[src/rtl/spi_reg_bank.sv]
// spi_reg_bank: oversampled SPI (mode 0) frame decoder writing a bank of 8-bit control registers.
// Optional macro SPI_FRAME_LATCH_EN: stage writes and publish them to regs_flat on frame_start.
module spi_reg_bank #(
  parameter int NUM_REGS    = 16,
  parameter int SYNC_STAGES = 2,
  localparam int AW         = $clog2(NUM_REGS)
) (
  input  logic                  clk,
  input  logic                  rst_n,
  input  logic                  sclk,
  input  logic                  ssel,
  input  logic                  mosi,
  input  logic                  frame_start,
  output logic [NUM_REGS*8-1:0] regs_flat,
  output logic                  wr_strobe,
  output logic [AW-1:0]         wr_addr,
  output logic [7:0]            wr_data,
  output logic                  frame_err
);

  typedef enum logic [1:0] {
    IDLE,
    CMD,
    DATA,
    DROP
  } state_t;

  logic [SYNC_STAGES-1:0] sclk_sync;
  logic [SYNC_STAGES-1:0] ssel_sync;
  logic [SYNC_STAGES-1:0] mosi_sync;

  logic sclk_prev;
  logic sclk_rise;
  logic mosi_bit;
  logic ssel_lvl;

  state_t        state;
  logic [7:0]    shift_reg;
  logic [2:0]    bit_cnt;
  logic [AW-1:0] ptr_reg;
  logic          armed;

  logic [7:0] shift_next;
  logic [2:0] cnt_next;
  logic       byte_done;

  logic [7:0] live_mem [NUM_REGS];

  // ssel pipeline resets high so a frame already running at reset release
  // is never mistaken for a fresh one; armed is only set once ssel is seen low.
  always_ff @(posedge clk or negedge rst_n) begin
    if (!rst_n) begin
      sclk_sync <= '0;
      mosi_sync <= '0;
      ssel_sync <= '1;
    end else begin
      sclk_sync <= {sclk_sync[SYNC_STAGES-2:0], sclk};
      mosi_sync <= {mosi_sync[SYNC_STAGES-2:0], mosi};
      ssel_sync <= {ssel_sync[SYNC_STAGES-2:0], ssel};
    end
  end

  // Registered edge detect; mosi and ssel are delayed to stay aligned with it.
  always_ff @(posedge clk or negedge rst_n) begin
    if (!rst_n) begin
      sclk_prev <= 1'b0;
      sclk_rise <= 1'b0;
      mosi_bit  <= 1'b0;
      ssel_lvl  <= 1'b1;
    end else begin
      sclk_prev <= sclk_sync[SYNC_STAGES-1];
      sclk_rise <= sclk_sync[SYNC_STAGES-1] & ~sclk_prev;
      mosi_bit  <= mosi_sync[SYNC_STAGES-1];
      ssel_lvl  <= ssel_sync[SYNC_STAGES-1];
    end
  end

  assign shift_next = {shift_reg[6:0], mosi_bit};
  assign cnt_next   = bit_cnt + {2'b00, sclk_rise};
  assign byte_done  = sclk_rise && (bit_cnt == 3'd7);

  always_ff @(posedge clk or negedge rst_n) begin
    if (!rst_n) begin
      state     <= IDLE;
      shift_reg <= '0;
      bit_cnt   <= '0;
      ptr_reg   <= '0;
      armed     <= 1'b0;
      wr_strobe <= 1'b0;
      wr_addr   <= '0;
      wr_data   <= '0;
      frame_err <= 1'b0;
    end else begin
      wr_strobe <= 1'b0;
      frame_err <= 1'b0;
      if (!ssel_lvl) begin
        armed <= 1'b1;
      end

      if (state == IDLE) begin
        shift_reg <= '0;
        bit_cnt   <= '0;
        if (ssel_lvl && armed) begin
          state <= CMD;
        end
      end else begin
        // A byte completing together with ssel falling is still written.
        if (byte_done && state == DATA) begin
          wr_strobe <= 1'b1;
          wr_addr   <= ptr_reg;
          wr_data   <= shift_next;
          ptr_reg   <= ptr_reg + AW'(1);
        end

        if (!ssel_lvl) begin
          state     <= IDLE;
          shift_reg <= '0;
          bit_cnt   <= '0;
          if (cnt_next != 3'd0) begin
            frame_err <= 1'b1;
          end
        end else if (sclk_rise) begin
          shift_reg <= shift_next;
          bit_cnt   <= cnt_next;
          if (byte_done && state == CMD) begin
            if (shift_next[7]) begin
              ptr_reg <= shift_next[AW-1:0];
              state   <= DATA;
            end else begin
              state <= DROP;
            end
          end
        end
      end
    end
  end

`ifdef SPI_FRAME_LATCH_EN
  logic [7:0] stage_mem [NUM_REGS];

  // Non-blocking update means a write landing with frame_start stays in staging.
  always_ff @(posedge clk or negedge rst_n) begin
    if (!rst_n) begin
      for (int i = 0; i < NUM_REGS; i++) begin
        stage_mem[i] <= '0;
        live_mem[i]  <= '0;
      end
    end else begin
      if (frame_start) begin
        for (int i = 0; i < NUM_REGS; i++) begin
          live_mem[i] <= stage_mem[i];
        end
      end
      if (wr_strobe) begin
        stage_mem[wr_addr] <= wr_data;
      end
    end
  end
`else
  logic frame_start_unused;
  assign frame_start_unused = frame_start;

  always_ff @(posedge clk or negedge rst_n) begin
    if (!rst_n) begin
      for (int i = 0; i < NUM_REGS; i++) begin
        live_mem[i] <= '0;
      end
    end else if (wr_strobe) begin
      live_mem[wr_addr] <= wr_data;
    end
  end
`endif

  for (genvar gi = 0; gi < NUM_REGS; gi++) begin : g_regs_out
    assign regs_flat[8*gi +: 8] = live_mem[gi];
  end

endmodule

[config.mk]
export PLATFORM = sky130hd
export DESIGN_NAME = spi_reg_bank
export DESIGN_NICKNAME = d
export VERILOG_FILES = /design/src/rtl/spi_reg_bank.sv
export SDC_FILE = /design/constraint.sdc
export NUM_CORES = 1
export LEC_CHECK = 0
export CORE_UTILIZATION = 40
export DETAILED_ROUTE_END_ITERATION = 8
export PLACE_DENSITY = 0.72
export RECOVER_POWER = 50
export SETUP_SLACK_MARGIN = 0.2
export SLEW_MARGIN = 20
export SYNTH_ARGS = -nofsm -noshare
export SYNTH_HDL_FRONTEND = slang
export SYNTH_SLANG_ARGS = --single-unit
[constraint.sdc]
create_clock -name clk -period 2.1 [get_ports clk]
set_input_delay 0.63 -clock clk [delete_from_list [all_inputs] [get_ports clk]]
set_output_delay 0.63 -clock clk [all_outputs]
set_load 0.02 [all_outputs]
# --- Yosys cells after proc, flatten, opt, wreduce, memory -nomap -nowiden ---
# Cells that the tools add are included.
op_classes:
  addsub: 2
  n_lt_le_gt_ge: 2
  eq_ne: 6
  n_mux: 25
  n_bitwise: 4
  reduce_logical: 9
op_table:
  columns: ["operator", "count"]
  rows:
  - ["$bwmux W128", 1]
  - ["$demux W8 S4", 1]
  - ["$mux W7", 3]
  - ["$mux W4", 5]
  - ["$mux W2", 5]
  - ["$mux W3", 3]
  - ["$mux W8", 1]
  - ["$mux W1", 6]
  - ["$ge A5 B5 Y1 const B", 1]
  - ["$logic_and A1 B1 Y1", 5]
  - ["$lt A5 B1 Y1 const B", 1]
  - ["$not A4 Y5", 1]
  - ["$add A4 B1 Y4 const B", 1]
  - ["$add A3 B1 Y3", 1]
  - ["$eq A3 B3 Y1 const B", 1]
  - ["$ne A3 B1 Y1 const B", 1]
  - ["$ne A3 B2 Y1 const B", 1]
  - ["$reduce_and A3 Y1", 1]
  - ["$reduce_bool A3 Y1", 1]
  - ["$eq A2 B1 Y1 const B", 1]
  - ["$eq A2 B2 Y1 const B", 1]
  - ["$logic_not A2 Y1", 1]
  - ["$ne A2 B1 Y1 const B", 1]
  - ["$not A1 Y1", 2]
  - ["other kinds (2)", 2]
totals:
  ff_bits: 169
  inputBits: 6
  out_inout_bits: 142
  wordCells: 80

# --- Logic depth before layout (Yosys ltp) ---
# Gate-level depths: netlist of the first run.
depth:
  ltp_word: 8
  depth_mapped: 5
  mapped_depth_nobuf: 5

# --- Worst setup path after synthesis of the first run ---
# OpenSTA, ideal clock, no wires.
synth_path:
  path_kind: "reg-to-reg"
  from: "reg wr_addr[0]"
  to: "reg live_mem (netlist bit regs_flat[40])"
  setup_time_ns: 0.125
  arrival_ns: 1.636
  required_ns: 1.975
  path_slack_ns: 0.339
  path_stages_with_launch: 5
  path_buffers: 1
  period_less_slack_ns: 1.761
  path_cell_list: "dfrtp_1 -> clkbuf_8 -> nand3_1 -> nor3_2 -> mux2_2"
synth_between:
  elab_chain_cells: 6
  elab_cells_between_ends: 7
  classes_between: "order compare: 2; mux: 3; bitwise: 1; reduce/logical: 1"
synth_rtl:
  columns: ["item", "line_no", "source"]
  rows:
  - ["start: declaration", "16", "output logic [AW-1:0] wr_addr,"]
  - ["start signal: assignment", "110", "wr_addr <= ptr_reg;"]
  - ["$not A4 Y5 (not written as such) *", "169", "live_mem[wr_addr] <= wr_data;"]
  - ["$ge A5 B5 Y1 (not written as such) / $lt A5 B1 Y1 (equally long branches)", "169", null]
  - ["$logic_and A1 B1 Y1 (not written as such)", "169", null]
  - ["$mux W8 (not written as such)", "169", null]
  - ["$demux W8 S4 *", "169", null]
  - ["$bwmux W128 *", "169", null]
  - ["end signal: indexed assignment", "169", null]
  - ["end: declaration", "47", "logic [7:0] live_mem [NUM_REGS];"]
# Mark *: on every way between the ends. The rest lies on a longest branch, timed or not.
# A chain may end at the register's enable or synchronous reset.

# --- Final worst setup path of the first run ---
layout_path:
  from: "reg wr_addr[1]"
  to: "reg live_mem (netlist bit regs_flat[17])"
# The elaborated chain is that of the path after synthesis.

==> reports/results.ini, run 1 <==
[status]
status=completed

[global_routing]
antenna_found_initial=0
grt_use_total=0.1929
grt_pass1_vias=4227
grt_max_degree=50
grt_overflow=0
grt_pass1_wl_um=23790

[drt]
routed_via_density=4.930
ant_nets=0
drt_wl_total_um=15180
drtIter0Drc=211
drcViolationCount=0
routedWlPerCell_um=18.72
dr_total_vias=3998
dr.pass1.iters=4

[pwr]
vdd_drop_max_mv=0.4643
p_int_mw=5.101
p_sw_frac=0.2169
p_clk_frac=0.483
p_leak_nw=4.836
p_switching_mw=1.413
cellPowerDensity_nw_per_um2=749.1
seq_power_share=0.503
pwr-share-comb=0.014

[worst_hold_path]
min_path_type=in2async

[yosys]
syn_inst=409
syn_area_um2=6492
synth_top_family_by_area=multiplexers
yosysWarnings=0
synth_area_leaders=dfrtp_1 64%, mux2_2 24%, mux2i_1 1.4%, dfstp_2 1.2%, nor2_1 0.98%
synth-simple-area-share=0.05859
synth.mux.area_fraction=0.2567
netlist.area_leader.share=0.6398
yosysSeqAreaShare=0.6520
synthXorXnorAreaFrac=0.004047
yosys.area.top_type=dfrtp_1
synth-adder-area-share=0.005781
synth_compound_area_frac=0.008094
yosysUniqueCellTypes=34
avgSynthCellArea_um2=15.87
synth.net_count=418
ys_ff_latch=169

[die]
die-area_um2=16740
die_h_um=129.4
pin_count=148
core_area_um2=15890
start_util=0.4087
rows=46
fp.dieW_um=129.4

[finish]
final_common_cell=dfrtp_1
layout_common_cells=166 x dfrtp_1, 140 x mux2_2, 139 x dlygate4sd2_1, 17 x nor2_1, 17 x clkbuf_16
largest_reg_flops=128
syn2layout_area_growth_pct=33.94
finalInstanceArea_um2=8696
drive_above_1_share=0.3462
diodes=0
nets=591

[clock_network]
post_cts_buffers=0
root_buffer=clkbuf_16
cts_sinks=169
htreeDepth=4
clk_pin_slew_ns=0.06
cts_inserted_buffers=17
insertion_delay_ns=0.42
clockBufferDepth=2
cts_tree=done

[run]
maxCapViolations=0

[worst_setup_path]
path_class=reg2reg
critPathMaxFanout=10
startpoint_type=flip-flop
cp.required_ns=2.40
cp-end-kind=flip-flop
arrival_ns=2.17

[sta]
tightest_slew_ns=1.210
post-route-period-util=0.8882
skew_ns=0.005823
max-slew-margin-rel=0.1933
rsz0062_at_grt=no
drv_slew=0
setup_tns_ns=0
finalSetupViolations=0
final_hold_viol_count=0
fmax_ghz=0.5361
period_needed_ns=1.865

[place]
dp_hpwl_um=10230
place_area_um2=8338
gp_congestion=0.7518
portBuffers=146

## stage by stage
| step | util | std cells | setup slack, ns | hold WS (ns) | power, mW |
|---|---|---|---|---|---|
| 2_1_floorplan | - | 409 | 0.3391 | 0.3312 | 3.355 |
| 3_3_place_gp | 0.5249 | 779 | 0.3638 | 0.3345 | 3.443 |
| 3_5_place_dp | 0.5249 | 779 | 0.3085 | 0.3347 | 3.448 |
| 4_1_cts | 0.5515 | 811 | 0.1907 | 0.07805 | 6.593 |
| 5_1_grt | 0.5474 | 811 | 0.1032 | 0.07639 | 6.759 |
| 6_report | 0.5474 | 811 | 0.2347 | 0.06896 | 6.514 |
## worst max-delay path: stages, from the launching register on
cell and delay [ns]:
dfrtp_1 0.35, clkbuf_2 0.29, nand2b_1 0.20, or3_1 0.57
mux2_2 0.34
## worst paths after layout
path	cells after the start	startpoint	endpoint	slack, ns
setup reg to reg	4	wr_addr[1]	regs_flat[17]	0.23
max in group asynchronous	2	rst_n	regs_flat[107]	0.57
setup / recovery	4	wr_addr[1]	regs_flat[17]	0.23
hold reg to reg	0	mosi_sync[0]	mosi_sync[1]	0.35
min in group clk	0	mosi_sync[0]	mosi_sync[1]	0.35
hold / removal	1	rst_n	regs_flat[50]	0.07
## logic make-up (layout without fill, tap and decap cells)
logic type,Yosys count,count (layout)
flops,169,169
fa+ha+maj,3,3
buf+inv,17,203
simple gates,60,60
mux,149,149
compound gates,8,8
xor+xnor,3,3
## power by group through the flow
stage	logic [mW]	registers, mW	clock network (mW)
CTS	0.109	3.28	3.21
finish	0.0920	3.28	3.14
detailed placement	0.109	3.34	0
global route	0.109	3.28	3.37
global placement	0.104	3.34	0
floorplan	0.0189	3.34	0
## layer usage
metal	share of wire	track usage
met1	0.45	0.2569
met2	0.48	0.3083
met3	0.061	0.05574
met4	0.0080	0.05329
met5	0	0
## final cells by class
type                    instances  area [µm²]
clock inverters                14       160.2
flip-flops and latches        169        4233
repair buffers                170        1431
fillers                      1372        7189
clock buffers                  18       439.2
inverters                       1       3.754
multi-input cells             223        2158
well taps                     216       270.3
## synthesized netlist by cell type (all sizes together)
cell type / n
buf: 6
xor2: 2
nor2: 21
clkbuf: 10
mux2i: 9
a311oi: 1
xnor2: 1
inv: 1
nor4: 4
mux2: 140
nor4b: 1
ha: 3
nor2b: 5
dfstp: 3
and4: 2
o21ai: 3
a41oi: 1
nand2b: 3
nand2: 6
a21oi: 1
nand4: 3
or3: 2
nor3: 9
nand3: 4
a211oi: 2
dfrtp: 166
## what timing repair did
| action | in CTS | in global routing |
|---|---|---|
| resized for setup | 143 | 3 |
| endpoints found under the setup margin | 142 | 3 |
| hold buffers | 0 | 0 |
| cloned | 0 | 0 |
Note: power is estimated with default switching activity, not from simulation.
==> run 2: changes to the inputs <==
- GPL_TIMING_DRIVEN: not set -> 0
==> run 2 against run 1 <==
  * Non-clock buffer count down 4
  * Sequential share of layout area about the same
  * Maximum frequency down 1.6%
  * Clock skew up 0.0042 ns
  * Register-to-register slack worse by 0.03 ns
  * Utilization up 0.14 points
  * Largest cell class unchanged
  * Largest power group unchanged
==> reports/results.ini, run 2 (same netlist as run 1, synthesis figures left out) <==
[sta]
skew_ns=0.009987  ; +0.004164 ns
fmax_ghz=0.5278  ; -1.6%
tightest_slew_ns=0.9083  ; -0.3017 ns
drv_slew=0  ; unchanged
max-slew-margin-rel=0.3944  ; +0.2011
setup_tns_ns=0  ; unchanged
final_hold_viol_count=0  ; unchanged
post-route-period-util=0.9023  ; +0.01407
rsz0062_at_grt=yes
period_needed_ns=1.895  ; +0.02954 ns
finalSetupViolations=0  ; unchanged

[worst_setup_path]
reg2reg_depth=4  ; unchanged
cp_slowest_cell=nor3_2
critPathMaxFanout=10  ; unchanged
cp.required_ns=2.41  ; about the same
cp_num_buf_inv=1  ; unchanged
crit_family=simple AND/OR/NAND/NOR gates
cp-startpoint=bit_cnt[2]
r2r-start=bit_cnt[2]
crit_end=wr_addr[2]
ff2ff_setup_slack_ns=0.21  ; -0.03 ns
rr_endpoint=wr_addr[2]
path_class=reg2reg
cp-end-kind=flip-flop
startpoint_type=flip-flop
critPathMaxStageDelay_ns=0.57  ; about the same
arrival_ns=2.20  ; +0.03 ns
path_depth=4  ; unchanged
path_cells=nand4_1 > nor3_2 > buf_6 > mux2_2

[clock_network]
cts_sinks=169  ; unchanged
clockBufferDepth=2  ; unchanged
cts_inserted_buffers=17  ; unchanged
cts_hold_buf=0  ; unchanged
insertion_delay_ns=0.43  ; about the same
root_buffer=clkbuf_16
cts_tree=done
htreeDepth=4  ; unchanged
clk_pin_slew_ns=0.06  ; about the same

[finish]
nets=587  ; -0.68%
syn2layout_area_growth_pct=34.28
diodes=0  ; unchanged
drive_above_1_share=0.3486  ; +0.002343
multiInputGateArea_um2=2146  ; -0.58%
final_common_cell=dfrtp_1
regArea_um2=4243  ; +0.24%
layout.cells.non_filler=807  ; -0.49%
largest_reg_flops=128  ; unchanged
nFillCells=1360  ; -0.87%
layout_common_cells=158 x dfrtp_1, 140 x mux2_2, 133 x dlygate4sd2_1, 17 x nor2_1, 17 x clkbuf_16

[run]
maxCapViolations=0  ; unchanged

[drt]
dr_total_vias=4005  ; +0.18%
drt_wl_total_um=14980  ; -1.3%
routed_via_density=4.963  ; +0.67%
highest_layer=met4
dr.pass1.iters=4  ; unchanged
routedWlPerCell_um=18.57  ; -0.80%
drtIter0Drc=195  ; -7.6%
wl_met2_um=7241  ; -1.6%
m1WireLength_um=6428  ; -5.1%
met3_length_um=1187  ; +28%
ant_nets=0  ; unchanged
drcViolationCount=0  ; unchanged

[pwr]
p_switching_mw=1.415  ; +0.18%
p_sw_frac=0.2173  ; +0.0004443
p_int_mw=5.097  ; about the same
pwr-share-comb=0.014  ; about the same
cellPowerDensity_nw_per_um2=747.0  ; -0.28%
seq_power_share=0.503  ; about the same
p_clk_frac=0.483  ; about the same
vdd_drop_max_mv=0.5410  ; +17%
p_leak_nw=4.763  ; -1.5%

[die]
fp.dieW_um=129.4  ; unchanged
die_h_um=129.4  ; unchanged
start_util=0.4087  ; unchanged
die-area_um2=16740  ; unchanged
core_area_um2=15890  ; unchanged
rows=46  ; unchanged
pin_count=148  ; unchanged

[global_routing]
grt_overflow=0  ; unchanged
grt_max_degree=103  ; +110%
grt_pass1_vias=4156  ; -1.7%
grt_pass1_wl_um=23690  ; -0.41%
grt_use_total=0.1941  ; +0.001219
antenna_found_initial=0  ; unchanged

[status]
status=completed

[worst_hold_path]
min_path_type=in2async

[place]
dp.cells=772  ; -0.90%
gp_congestion=0.8188  ; +8.9%
portBuffers=146  ; unchanged
dp_hpwl_um=10140  ; -0.92%

run 2: routing by layer:
| metal | global-route usage | up-vias |
|---|---|---|
| li1 | - | 1802 |
| met1 | 0.2544 | 2053 |
| met5 | 0 | - |
| met2 | 0.3046 | 140 |
| met4 | 0.05467 | 0 |
| met3 | 0.06895 | 10 |
run 2: power groups by stage:
| stage | registers (mW) | logic [mW] | clock network, mW |
|---|---|---|---|
| 6_report | 3.28 | 0.0930 | 3.14 |
| 5_1_grt | 3.27 | 0.110 | 3.37 |
| 4_1_cts | 3.28 | 0.105 | 3.23 |
| 3_5_place_dp | 3.34 | 0.105 | 0 |
| 3_3_place_gp | 3.34 | 0.0926 | 0 |
| 2_1_floorplan | 3.34 | 0.0189 | 0 |
run 2: timing repair:
| action | 4_1_cts | 5_1_grt |
|---|---|---|
| pin swaps | 1 | 2 |
| setup buffers | 1 | 2 |
| endpoints found under the setup margin | 158 | 42 |
| gates resized for setup | 153 | 13 |
run 2: area by class of cell:
| class | instances | area share |
|---|---|---|
| flip-flops and latches | 169 | 0.4867 |
| multi-input cells | 223 | 0.2461 |
| repair buffers | 150 | 0.1563 |
| clock buffers | 18 | 0.05037 |
| well taps | 216 | 0.03100 |
| clock inverters | 14 | 0.01851 |
| plain buffers | 16 | 0.01062 |
| inverters | 1 | 0.0004305 |
run 2: worst min-delay path by stage:
| stage | end | slack (ns) |
|---|---|---|
| global route | regs_flat[119] | 0.17 |
| detailed placement | sclk_sync[1] | 0.34 |
| CTS | regs_flat[119] | 0.16 |
| floorplan | armed | 0.33 |
| finish | regs_flat[119] | 0.14 |
| global placement | mosi_sync[1] | 0.34 |
run 2: metrics by stage:
| step | setup WS, ns | hold slack (ns) | power, mW | util | instance area, µm² |
|---|---|---|---|---|---|
| final | 0.2052 | 0.1360 | 6.512 | 0.5488 | 8718 |
| after global routing | 0.1065 | 0.1716 | 6.753 | 0.5488 | 8718 |
| after CTS | 0.1896 | 0.1568 | 6.610 | 0.5488 | 8718 |
| after detailed placement | -0.02967 | 0.3370 | 3.443 | 0.5198 | 8257 |
| after global placement | -6.116 | 0.3387 | 3.432 | 0.5177 | 8224 |
| after floorplan | 0.3391 | 0.3312 | 3.355 | - | 6492 |
==> run 3: changes to the inputs <==
- ABC_CLOCK_PERIOD_IN_PS: not set -> 2100
==> results of run 3 <==
The final DEF is identical to that of run 2; final timing and power are the same.
